$ cat config.mk
export PLATFORM = sky130hd
export DESIGN_NAME = bus_initiator
export DESIGN_NICKNAME = d
export VERILOG_FILES = /design/src/rtl/mips_bus_pkg.sv /design/src/rtl/bus_watchdog.sv /design/src/rtl/bus_initiator.sv
export SDC_FILE = /design/constraint.sdc
export NUM_CORES = 1
export LEC_CHECK = 0
export CAP_MARGIN = 30
export CORE_MARGIN = 3
export CORE_UTILIZATION = 36
export DETAILED_ROUTE_END_ITERATION = 6
export PLACE_DENSITY = 0.8
export SETUP_SLACK_MARGIN = 0.2
export SLEW_MARGIN = 20
export SYNTH_ARGS = -nofsm -noshare
export SYNTH_HDL_FRONTEND = slang
export SYNTH_HIERARCHICAL = 1
export SYNTH_SLANG_ARGS = --single-unit
$ cat constraint.sdc
create_clock -name clk -period 1.3 [get_ports clk]
set_clock_uncertainty 0.05 [all_clocks]
set_input_delay 0.13 -clock clk [delete_from_list [all_inputs] [get_ports clk]]
set_output_delay 0.13 -clock clk [all_outputs]
set_load 0.01 [all_outputs]
$ cat src/rtl/mips_bus_pkg.sv
// Shared types and helpers for the CPU-side bus initiator and its watchdog.
package mips_bus_pkg;

    typedef enum logic [1:0] {
        IDLE   = 2'd0,
        ACCESS = 2'd1,
        RESP   = 2'd2
    } bus_state_e;

    localparam int unsigned BUS_DATA_W = 32;
    localparam int unsigned BYTE_EN_W  = BUS_DATA_W / 8;

    // Drops the byte offset; callers cast to and from their own address width.
    function automatic logic [63:0] word_align(input logic [63:0] addr);
        return {addr[63:2], 2'b00};
    endfunction

endpackage

$ cat src/rtl/bus_watchdog.sv
// Stall counter for the ACCESS phase; expired_o marks the cycle where one more
// stalled edge must abort the transfer.
module bus_watchdog #(
    parameter int unsigned TIMEOUT_CYCLES = 64
) (
    input  logic clk,
    input  logic reset_n,
    input  logic clear_i,
    input  logic tick_i,
    output logic expired_o
);
    localparam int unsigned CNT_W = (TIMEOUT_CYCLES > 1) ? $clog2(TIMEOUT_CYCLES) : 1;

    logic [CNT_W-1:0] count_q, count_d;

    always_comb begin
        count_d = count_q;
        if (clear_i) begin
            count_d = '0;
        end else if (tick_i) begin
            count_d = count_q + CNT_W'(1);
        end
    end

    always_ff @(posedge clk) begin
        if (!reset_n) begin
            count_q <= '0;
        end else begin
            count_q <= count_d;
        end
    end

    assign expired_o = (count_q == CNT_W'(TIMEOUT_CYCLES - 1));

endmodule

$ cat src/rtl/bus_initiator.sv
// CPU-side Avalon-style bus initiator: one outstanding word transfer, IDLE -> ACCESS -> RESP.
// Define BUS_TIMEOUT_EN to abort a stalled ACCESS after TIMEOUT_CYCLES with resp_err.
module bus_initiator
    import mips_bus_pkg::*;
#(
    parameter int unsigned ADDR_W         = 32,
    parameter int unsigned DATA_W         = 32,
    parameter int unsigned TIMEOUT_CYCLES = 64
) (
    input  logic                clk,
    input  logic                reset_n,
    input  logic                req_valid,
    output logic                req_ready,
    input  logic                req_write,
    input  logic [ADDR_W-1:0]   req_addr,
    input  logic [DATA_W-1:0]   req_wdata,
    input  logic [DATA_W/8-1:0] req_byteenable,
    output logic                resp_valid,
    output logic [DATA_W-1:0]   resp_rdata,
    output logic                resp_err,
    output logic [ADDR_W-1:0]   address,
    output logic                write,
    output logic                read,
    input  logic                waitrequest,
    output logic [DATA_W-1:0]   writedata,
    output logic [DATA_W/8-1:0] byteenable,
    input  logic [DATA_W-1:0]   readdata
);
    localparam int unsigned BE_W = DATA_W / 8;

    bus_state_e        state_q, state_d;
    logic [ADDR_W-1:0] address_q, address_d;
    logic [DATA_W-1:0] writedata_q, writedata_d;
    logic [BE_W-1:0]   byteenable_q, byteenable_d;
    logic [DATA_W-1:0] resp_rdata_q, resp_rdata_d;
    logic              is_write_q, is_write_d;
    logic              resp_err_q, resp_err_d;
    logic              accept;
    logic              complete;
    logic              timeout_hit;

    assign accept   = (state_q == IDLE) && req_valid;
    assign complete = (state_q == ACCESS) && !waitrequest;

`ifdef BUS_TIMEOUT_EN
    logic wd_expired;

    bus_watchdog #(
        .TIMEOUT_CYCLES(TIMEOUT_CYCLES)
    ) u_watchdog (
        .clk      (clk),
        .reset_n  (reset_n),
        .clear_i  (accept),
        .tick_i   ((state_q == ACCESS) && waitrequest),
        .expired_o(wd_expired)
    );

    // A completing edge never reaches this term, so completion wins over expiry.
    assign timeout_hit = (state_q == ACCESS) && waitrequest && wd_expired;
`else
    assign timeout_hit = 1'b0;
`endif

    // NOTE: registers update with <= so every flop samples pre-edge values.
    always_ff @(posedge clk) begin
        if (!reset_n) begin
            state_q      <= IDLE;
            address_q    <= '0;
            writedata_q  <= '0;
            byteenable_q <= '0;
            resp_rdata_q <= '0;
            is_write_q   <= 1'b0;
            resp_err_q   <= 1'b0;
        end else begin
            state_q      <= state_d;
            address_q    <= address_d;
            writedata_q  <= writedata_d;
            byteenable_q <= byteenable_d;
            resp_rdata_q <= resp_rdata_d;
            is_write_q   <= is_write_d;
            resp_err_q   <= resp_err_d;
        end
    end

    // NOTE: each next-state value starts from its current value, so no path infers a latch.
    always_comb begin
        state_d = state_q;
        case (state_q)
            IDLE:    if (req_valid) state_d = ACCESS;
            ACCESS:  if (complete || timeout_hit) state_d = RESP;
            RESP:    state_d = IDLE;
            default: state_d = IDLE;
        endcase
    end

    always_comb begin
        address_d    = address_q;
        writedata_d  = writedata_q;
        byteenable_d = byteenable_q;
        is_write_d   = is_write_q;
        resp_rdata_d = resp_rdata_q;
        resp_err_d   = resp_err_q;
        if (accept) begin
            address_d    = ADDR_W'(word_align(64'(req_addr)));
            writedata_d  = req_wdata;
            byteenable_d = req_byteenable;
            is_write_d   = req_write;
        end
        if (complete) begin
            resp_rdata_d = is_write_q ? '0 : readdata;
            resp_err_d   = 1'b0;
        end else if (timeout_hit) begin
            resp_rdata_d = '0;
            resp_err_d   = 1'b1;
        end
    end

    // Strobes exist only in ACCESS, which forces a strobe-free RESP cycle between transfers.
    always_comb begin
        req_ready  = (state_q == IDLE);
        read       = (state_q == ACCESS) && !is_write_q;
        write      = (state_q == ACCESS) && is_write_q;
        resp_valid = (state_q == RESP);
    end

    assign address    = address_q;
    assign writedata  = writedata_q;
    assign byteenable = byteenable_q;
    assign resp_rdata = resp_rdata_q;
    assign resp_err   = resp_err_q;

endmodule

==> reports/metrics.cfg <==
[cells_and_area]
final_nets = 767
stdcell_area_um2 = 6890
fillers = 917
drive_gt1_frac = 0.313
num_antenna_cells = 0
syn_to_final_growth_pct = 66.4

[placement]
dpl.hpwl_um = 8610
gp_congestion = 0.756
io_buffers = 204
place_area_um2 = 6430

[synth]
synth_warnings = 6
synthArstFlopShare = 0
synth_area_um2 = 4140
synth.distinct_cells = 15
ys_ff_latch = 101
synthTopCellsByArea = dfxtp_1, mux2i_1, nand2_1
syn_inst = 447
seq_area_frac_synth = 0.488
synth_ff_type = dfxtp_1
synth.largest_area_cell = dfxtp_1
avgSynthCellArea_um2 = 9.27
synth_most_common_cell = nand2_1
netlist.area_leader.share = 0.488
synthTopCellsByCount = nand2_1, dfxtp_1, mux2i_1, nand3b_1, clkbuf_1
synth_edf_count = 0

[power_and_ir_drop]
peakVddDrop_uv = 783
p_per_area_nw_per_um2 = 1110
power.leakage_nw = 2.89

[die]
ioPinCount = 210
die-area_um2 = 12800
initial_utilization = 0.376
fp.dieW_um = 113
dieHeight_um = 113
placementRows = 38
core_area_um2 = 11000

[grt]
grt_use_total = 0.183
top_usage_layer = met2
grt_pass1_wl_um = 19100
gr-total-overflow = 0
grt_pass1_vias = 3928
antenna_found_initial = 0
met3_usage = 0.0551
grt_max_degree = 55
use_met1 = 0.210
grtUsageMet2 = 0.332

[timing]
fin_hold_ws_ns = 0.0857
slew_violations = 0
setup_viol = 97
clock.fmax_mhz = 696
hold_viol_final = 0
fin_crit_sh = 1.11
post-route-worst-setup-slack_ns = -0.137
fin_crit_ns = 1.44
rsz0062_at_grt = true

[clocking]
htreeDepth = 3
cts.sinks = 101
cts_tree = yes
cts_buffer_depth = 2
cts_root_buf = clkbuf_16
numCtsBuffers = 9
path_clk_slew_ns = 0.07
insertion_delay_ns = 0.33

[setup_path]
worstPathMaxFanout = 8
critPathLaunchType = register
cp.arrival_ns = 1.63
cp-end-kind = register
crit_type = reg2reg
required_ns = 1.49

[routing]
ant_nets = 0
first_pass_iters = 4
drc = 0
vias = 3787
drtIter0Drc = 236
viasPerCell = 4.69
wl_per_cell_um = 15.5
routed_wl_um = 12500

[flow_run]
maxCapViolations = 0

[run_status]
status = complete, but fails checks
violations = negative setup slack

[worst_hold_path]
hold_class = in2reg

## area by class of cell
class	count	area (um^2)	share of cell area
clock inverters	7	80.1	0.0116
multi-input cells	309	1990	0.289
clock buffers	9	225	0.0327
flip-flops and latches	101	2080	0.302
well taps	140	175	0.0254
repair buffers	241	2340	0.340
## kinds of logic after synthesis
group	count (synthesis)	synth area share
buffers and inverters	39	0.0465
muxes	100	0.242
other	1	0.000905
DFF	101	0.488
and+or+nand+nor	206	0.223
## cell usage in the layout, fill, tap and decap left out, types with 2 or more instances in the layout
cell type	synthesis	routed
buf_12	0	9
buf_16	0	4
buf_2	4	33
buf_4	9	12
buf_6	1	12
clkbuf_16	0	11
clkbuf_2	0	27
clkdlybuf4s15_2	0	40
clkdlybuf4s50_1	0	101
conb_1	1	3
dfxtp_1	101	57
dfxtp_2	0	43
inv_6	0	3
mux2i_1	100	96
mux2i_2	0	3
nand2_1	166	166
nand3b_1	32	32
nor3b_4	0	2
## through the flow
step | setup slack [ns] | std cells | power [mW] | TNS, ns | utilization
floorplan | 0.108 | 449 | 4.07 | 0 | -
global placement | -0.195 | 774 | 4.88 | -14.74 | 0.583
detailed placement | -0.289 | 774 | 4.92 | -19.47 | 0.583
CTS | -0.0921 | 799 | 7.69 | -4.26 | 0.634
global route | -0.222 | 807 | 7.94 | -13.85 | 0.625
finish | -0.137 | 807 | 7.63 | -5.75 | 0.625
## power by group
group | internal, mW | total [mW] | switching, mW
Clock | 1.53 | 2.74 | 1.21
Sequential | 3.29 | 3.40 | 0.105
Combinational | 0.874 | 1.49 | 0.619
Total | 5.69 | 7.63 | 1.94
## critical path: stages (launching register included)
cell	delay [ns]
dfxtp_2	0.34
buf_12	0.13
nor3b_4	0.25
buf_6	0.21
buf_12	0.15
mux2i_1	0.22
## metal layers
| metal | part of all wire | wire length, um | vias to the layer above |
|---|---|---|---|
| met4 | 0.0099 | 124 | 0 |
| li1 | - | - | 1887 |
| met1 | 0.40 | 5040 | 1770 |
| met3 | 0.068 | 849 | 10 |
| met2 | 0.52 | 6490 | 120 |
| met5 | 0 | 0 | - |
## state kept, by name, summed over array words and instances, names as in the netlist
register    flops
address        30
byteenable      4
is_write_q      1
resp_rdata     32
state_q         2
writedata      32
## path summary, 6_finish.rpt
path	from	cells past startpoint	slack [ns]	end
max	state_q[0]	5	-0.14	address[17]
max reg2reg	state_q[0]	5	-0.14	address[17]
min reg2reg	resp_rdata[26]	2	0.41	resp_rdata[26]
min	reset_n	3	0.09	address[21]
## repair_timing
item / 4_1_cts / 5_1_grt
buffers inserted: 5 / 6
hold buffers: 0 / 0
pin swaps: 2 / 2
endpoints found under the setup margin: 202 / 184
cloned: 4 / 2
resized for setup: 320 / 91
(Power assumes the default switching activity.)
